<file path="config.mk">
export PLATFORM = sky130hd
export DESIGN_NAME = dp_operand_sequencer_flat
export DESIGN_NICKNAME = d
export VERILOG_FILES = /design/src/rtl/dp_operand_sequencer_if.sv /design/src/rtl/dp_operand_sequencer.sv /design/src/flat_wrapper.sv
export SDC_FILE = /design/constraint.sdc
export NUM_CORES = 1
export LEC_CHECK = 0
export CAP_MARGIN = 20
export CORE_UTILIZATION = 59
export CTS_CLUSTER_DIAMETER = 120
export DETAILED_ROUTE_END_ITERATION = 8
export PLACE_DENSITY = 0.83
export SLEW_MARGIN = 20
export SYNTH_ARGS = -nofsm -noshare
export SYNTH_HDL_FRONTEND = slang
export SYNTH_SLANG_ARGS = --single-unit
</file>
<file path="constraint.sdc">
create_clock -name Clk -period 6.85 [get_ports Clk]
set_input_delay 1.0275 -clock Clk [delete_from_list [all_inputs] [get_ports Clk]]
set_output_delay 1.0275 -clock Clk [all_outputs]
set_load 0.02 [all_outputs]
</file>
<file path="src/rtl/dp_operand_sequencer_if.sv">
// Operand stream bundle: producer-side valid/ready triple and consumer-side issued operands.
// master = producer/consumer environment, slave = dp_operand_sequencer.
interface dp_operand_sequencer_if #(
    parameter int DATAWIDTH = 32
);
    logic                 in_valid;
    logic                 in_ready;
    logic [DATAWIDTH-1:0] in_a;
    logic [DATAWIDTH-1:0] in_b;
    logic [DATAWIDTH-1:0] in_c;
    logic                 down_ready;
    logic [DATAWIDTH-1:0] a;
    logic [DATAWIDTH-1:0] b;
    logic [DATAWIDTH-1:0] c;
    logic                 issue;
    logic                 res_valid;

    modport master (
        output in_valid, in_a, in_b, in_c, down_ready,
        input  in_ready, a, b, c, issue, res_valid
    );

    modport slave (
        input  in_valid, in_a, in_b, in_c, down_ready,
        output in_ready, a, b, c, issue, res_valid
    );
endinterface

</file>
<file path="src/rtl/dp_operand_sequencer.sv">
// FIFO-buffered operand feeder for the registered a/b/c -> z/x datapath; res_valid tracks datapath latency.
// Optional macro SEQ_ISSUE_COUNT_EN adds a free-running 16-bit issue_cnt output.
module dp_operand_sequencer #(
    parameter int DATAWIDTH = 32,
    parameter int DEPTH     = 4,
    parameter int LATENCY   = 1
) (
    input  logic                    Clk,
    input  logic                    Rst,
    dp_operand_sequencer_if.slave   bus,
    input  logic                    flush,
    output logic [$clog2(DEPTH):0]  fifo_count
`ifdef SEQ_ISSUE_COUNT_EN
    ,
    output logic [15:0]             issue_cnt
`endif
);
    localparam int PW = $clog2(DEPTH);
    localparam int CW = PW + 1;
    localparam int EW = 3 * DATAWIDTH;

    localparam logic [0:0] ST_EMPTY  = 1'b0;
    localparam logic [0:0] ST_ACTIVE = 1'b1;

    logic [EW-1:0]        mem_q [DEPTH];
    logic [PW-1:0]        rd_ptr_q, rd_ptr_d;
    logic [PW-1:0]        wr_ptr_q, wr_ptr_d;
    logic [CW-1:0]        count_q, count_d;
    logic [DATAWIDTH-1:0] a_q, a_d;
    logic [DATAWIDTH-1:0] b_q, b_d;
    logic [DATAWIDTH-1:0] c_q, c_d;
    logic                 issue_q, issue_d;
    logic [LATENCY-1:0]   dly_q, dly_d;
    logic [0:0]           state;
    logic                 push;
    logic                 pop;

    // Control state is carried by occupancy itself, so it can never disagree with count.
    assign state        = (count_q == '0) ? ST_EMPTY : ST_ACTIVE;
    assign bus.in_ready = Rst & (count_q < CW'(DEPTH));
    assign push         = bus.in_valid & bus.in_ready & ~flush;
    assign pop          = (state == ST_ACTIVE) & bus.down_ready & ~flush;

    always_comb begin
        count_d  = count_q;
        rd_ptr_d = rd_ptr_q;
        wr_ptr_d = wr_ptr_q;
        if (flush) begin
            count_d  = '0;
            rd_ptr_d = '0;
            wr_ptr_d = '0;
        end else begin
            if (push && !pop) begin
                count_d = count_q + CW'(1);
            end else if (pop && !push) begin
                count_d = count_q - CW'(1);
            end
            if (push) begin
                wr_ptr_d = wr_ptr_q + PW'(1);
            end
            if (pop) begin
                rd_ptr_d = rd_ptr_q + PW'(1);
            end
        end
    end

    // The operand registers double as the RAM's registered read port.
    always_comb begin
        {a_d, b_d, c_d} = {a_q, b_q, c_q};
        if (pop) begin
            {a_d, b_d, c_d} = mem_q[rd_ptr_q];
        end
        issue_d = pop;
    end

    genvar gi;
    generate
        for (gi = 0; gi < LATENCY; gi++) begin : g_dly
            if (gi == 0) begin : g_first
                assign dly_d[gi] = issue_q;
            end else begin : g_rest
                assign dly_d[gi] = dly_q[gi-1];
            end
        end
    endgenerate

    always_ff @(posedge Clk) begin
        if (push) begin
            mem_q[wr_ptr_q] <= {bus.in_a, bus.in_b, bus.in_c};
        end
    end

    always_ff @(posedge Clk) begin
        if (!Rst) begin
            count_q  <= '0;
            rd_ptr_q <= '0;
            wr_ptr_q <= '0;
            a_q      <= '0;
            b_q      <= '0;
            c_q      <= '0;
            issue_q  <= 1'b0;
            dly_q    <= '0;
        end else begin
            count_q  <= count_d;
            rd_ptr_q <= rd_ptr_d;
            wr_ptr_q <= wr_ptr_d;
            a_q      <= a_d;
            b_q      <= b_d;
            c_q      <= c_d;
            issue_q  <= issue_d;
            dly_q    <= dly_d;
        end
    end

    assign bus.a         = a_q;
    assign bus.b         = b_q;
    assign bus.c         = c_q;
    assign bus.issue     = issue_q;
    assign bus.res_valid = dly_q[LATENCY-1];
    assign fifo_count    = count_q;

`ifdef SEQ_ISSUE_COUNT_EN
    logic [15:0] issue_cnt_q, issue_cnt_d;

    // Flush leaves the counter alone; only reset clears it.
    always_comb begin
        issue_cnt_d = issue_cnt_q + 16'(issue_q);
    end

    always_ff @(posedge Clk) begin
        if (!Rst) begin
            issue_cnt_q <= '0;
        end else begin
            issue_cnt_q <= issue_cnt_d;
        end
    end

    assign issue_cnt = issue_cnt_q;
`endif
endmodule

</file>
<file path="src/flat_wrapper.sv">
// flat-port wrapper written by rule: the top's interface ports become plain ports
module dp_operand_sequencer_flat 
#(
    parameter int DATAWIDTH = 32,
    parameter int DEPTH     = 4,
    parameter int LATENCY   = 1
)
  (Clk, Rst, flush, fifo_count, bus_in_valid, bus_in_a, bus_in_b, bus_in_c, bus_down_ready, bus_in_ready, bus_a, bus_b, bus_c, bus_issue, bus_res_valid);
  dp_operand_sequencer_if #(.DATAWIDTH(DATAWIDTH)) bus_i ();
  input  logic Clk;
  input  logic Rst;
  input  logic flush;
  output logic [$clog2(DEPTH):0] fifo_count;
  input wire logic [$bits(bus_i.in_valid)-1:0] bus_in_valid;
  input wire logic [$bits(bus_i.in_a)-1:0] bus_in_a;
  input wire logic [$bits(bus_i.in_b)-1:0] bus_in_b;
  input wire logic [$bits(bus_i.in_c)-1:0] bus_in_c;
  input wire logic [$bits(bus_i.down_ready)-1:0] bus_down_ready;
  output wire logic [$bits(bus_i.in_ready)-1:0] bus_in_ready;
  output wire logic [$bits(bus_i.a)-1:0] bus_a;
  output wire logic [$bits(bus_i.b)-1:0] bus_b;
  output wire logic [$bits(bus_i.c)-1:0] bus_c;
  output wire logic [$bits(bus_i.issue)-1:0] bus_issue;
  output wire logic [$bits(bus_i.res_valid)-1:0] bus_res_valid;
  assign bus_i.in_valid = bus_in_valid;
  assign bus_i.in_a = bus_in_a;
  assign bus_i.in_b = bus_in_b;
  assign bus_i.in_c = bus_in_c;
  assign bus_i.down_ready = bus_down_ready;
  assign bus_in_ready = bus_i.in_ready;
  assign bus_a = bus_i.a;
  assign bus_b = bus_i.b;
  assign bus_c = bus_i.c;
  assign bus_issue = bus_i.issue;
  assign bus_res_valid = bus_i.res_valid;
  dp_operand_sequencer #(.DATAWIDTH(DATAWIDTH), .DEPTH(DEPTH), .LATENCY(LATENCY)) u_core (.Clk(Clk), .Rst(Rst), .bus(bus_i), .flush(flush), .fifo_count(fifo_count));
endmodule
</file>
==> impl_metrics.py <==
metrics = {
    "clock_tree": {
        "cts_max_path_buffers": 3,
        "cts_tree": "done",
        "cts_root_buffer": "clkbuf_16",
        "clock_latency_ps": 550,
        "cts_max_level": 2,
        "path_clk_slew_ps": 60,
        "postCtsHoldBufs": 0,
        "cts_setup_buffers": 0,
        "cts_buffers": 47,
        "ctsResizeCount": 0,
        "cts_num_sinks": 489,
    },
    "route": {
        "finalWirelength_um": 33900,
        "routedWlPerCell_um": 24.1,
        "dr_wl_met3_um": 1780,
        "viasPerCell": 5.94,
        "initialDrtViolationCount": 730,
        "routed.top_layer": "met4",
        "ant_nets": 0,
        "vias": 8374,
        "route.detailed.drc": 0,
        "wl_met1_um": 13300,
        "drt_first_pass_iters": 5,
        "dr_wl_met2_um": 17900,
    },
    "synthesis": {
        "synth_fa_ha_area_frac": 0.00480,
        "ys_seq_area_frac": 0.793,
        "ys_ff_latch": 489,
        "synth.largest_area_cell": "edfxtp_1",
        "synth_mux_area_frac": 0.127,
        "synth_area_per_cell_um2": 22.4,
        "yosysUniqueCellTypes": 29,
        "synth_cells": 766,
        "synth-compound-area-share": 0.0525,
        "synthSimpleGateAreaFrac": 0.00604,
        "yosys_warnings": 0,
        "syn-num-nets": 873,
        "synth_area_leaders": "edfxtp_1 67%, mux4_2 13%, dfxtp_1 12%",
        "synth_top_family_by_area": "multiplexers",
        "synth_top_area_frac": 0.671,
        "synthXorXnorAreaFrac": 0.00153,
        "syn_area_mm2": 0.0172,
    },
    "finish": {
        "drive_above_1_share": 0.180,
        "layout.nets": 1089,
        "multi_input_area_mm2": 0.00332,
        "synthToLayoutAreaGrowth_pct": 22.9,
        "final_area_mm2": 0.0211,
        "nFillCells": 1590,
        "seqCellArea_mm2": 0.0136,
    },
    "setup_path": {
        "path_cells": "clkdlybuf4s50_1 -> nor2b_1 -> clkdlybuf4s50_1",
        "cpPeakStageDelay_ps": 630,
        "crit_family": "buffers and inverters",
        "critPathKind": "in -> out",
        "crit_buf_inv": 2,
        "cp.arrival_ps": 2360,
        "critical_path_required_ps": 5820,
        "cpMostUsedCell": "clkdlybuf4s50_1",
        "critPathSlowestCell": "clkdlybuf4s50_1",
        "path_max_fanout": 4,
        "start_kind": "input pin",
        "critPathCaptureType": "output pin",
    },
    "die": {
        "fp-row-count": 62,
        "die_area_mm2": 0.0298,
        "dieHeight_um": 173,
        "die_w_um": 173,
        "io_pins": 203,
        "start_util": 0.599,
        "design.core.area_mm2": 0.0287,
    },
    "global_routing": {
        "antenna_found_initial": 5,
        "grt_pass1_vias": 8578,
        "grt-ovfl-total": 0,
        "grt_pass1_wl_um": 50900,
        "grt_max_degree": 97,
        "track_usage": 0.227,
    },
    "timing": {
        "slew_headroom": 0.368,
        "finalMaxSlewViolations": 0,
        "tightest_slew_ps": 947,
        "final.min_clock_period_ps": 3390,
        "timing.fmax_mhz": 295,
        "finalCritPeriodShare": 0.495,
        "fin_setup_tns_ps": 0,
        "rsz0062_at_grt": "no",
        "setup_viol": 0,
        "hold_viol": 0,
        "clock_skew_ps": 17.4,
    },
    "placement": {
        "dp_hpwl_um": 18700,
        "gp_congestion": 0.715,
        "portBuffers": 202,
        "placed_cell_area_mm2": 0.0195,
    },
    "power_and_ir_drop": {
        "p_leak_nw": 6.80,
        "p_per_area_mw_per_mm2": 286,
        "finalPower_mw": 6.05,
        "irDropWorstVdd_uv": 201,
    },
    "job": {
        "maxCapViolations": 0,
    },
    "status": {
        "status": "finished clean",
    },
    "hold_path": {
        "min_path_type": "reg -> reg",
    },
}
[routing by layer]
| metal | GRT usage | up-vias |
|---|---|---|
| li1 | - | 3646 |
| met1 | 0.298 | 4358 |
| met3 | 0.0361 | 52 |
| met4 | 0.0830 | 0 |
| met2 | 0.389 | 318 |
| met5 | 0 | - |
[per-stage QoR]
stage / std cells / hold WS [ps] / utilization / setup slack, ps
3_5_place_dp: 1317 / 454 / 0.681 / 3000
3_3_place_gp: 1317 / 460 / 0.681 / 3020
4_1_cts: 1405 / 481 / 0.736 / 3460
5_1_grt: 1410 / 491 / 0.737 / 3380
2_1_floorplan: 766 / 514 / - / 2470
6_report: 1410 / 477 / 0.737 / 3460
[cells in the final DEF (no fill, tap or decap), drive strengths merged]
master,n
a21oi,3
a22o,96
and2,5
and3b,1
buf,9
bufinv,5
clkbuf,64
clkdlybuf4s50,202
clkinv,17
dfxtp,105
diode,5
edfxtp,384
fa,1
ha,5
inv,6
mux2i,2
mux4,96
nand2b,1
nor2,5
nor2b,2
o21a,1
o21ai,2
o31ai,2
or2,1
or3,2
or4,1
xnor2,1
xor2,2
[logic make-up (layout without fill, tap and decap cells)]
logic type,Yosys count,after routing
compound gates,104,104
xor+xnor,3,3
fa+ha+maj,6,6
buf+inv,48,303
flops,489,489
mux,98,98
other cells,0,5
simple gates,18,18
[final cells by class]
type	instances	area share
Antenna cell	5	0.000592
Inverter	4	0.000710
Sequential cell	489	0.645
Timing Repair Buffer	211	0.0990
Tap cell	384	0.0227
Multi-Input combinational cell	229	0.157
Clock inverter	24	0.0120
Clock buffer	64	0.0626
[cell usage after synthesis (all sizes together)]
master    n
xor2      2
inv       4
ha        5
buf      35
dfxtp   105
clkbuf    9
or2       1
and3b     1
nor2b     2
nand2b    1
xnor2     1
or3       2
or4       1
edfxtp  384
fa        1
mux4     96
o31ai     2
o21ai     2
mux2i     2
nor2      5
and2      5
o21a      1
a21oi     3
a22o     96
[state kept, by name, summed over array words and instances, names as in the netlist]
name / flops
u_core.mem_q: 384
u_core.bus.a: 32
u_core.bus.b: 32
u_core.bus.c: 32
u_core.fifo_count: 3
u_core.rd_ptr_q: 2
u_core.wr_ptr_q: 2
u_core.bus.issue: 1
u_core.bus.res_valid: 1
[where the power goes]
group,leakage [nW],switching [mW],internal (mW)
Sequential,4.32,0.0152,3.23
Clock,0.776,1.05,1.55
Combinational,1.71,0.104,0.104
Total,6.80,1.17,4.88
[final timing paths]
check                  startpoint                 end  slack, ps  cells past startpoint
min              u_core.bus.c[28]    u_core.bus.c[28]        480                      1
max                           Rst        bus_in_ready       3460                      3
min reg2reg      u_core.bus.c[28]    u_core.bus.c[28]        480                      1
max reg2reg  u_core.fifo_count[2]  u_core.mem_q[1][2]       4220                      4
No activity file was read; power rests on OpenSTA's default activity.
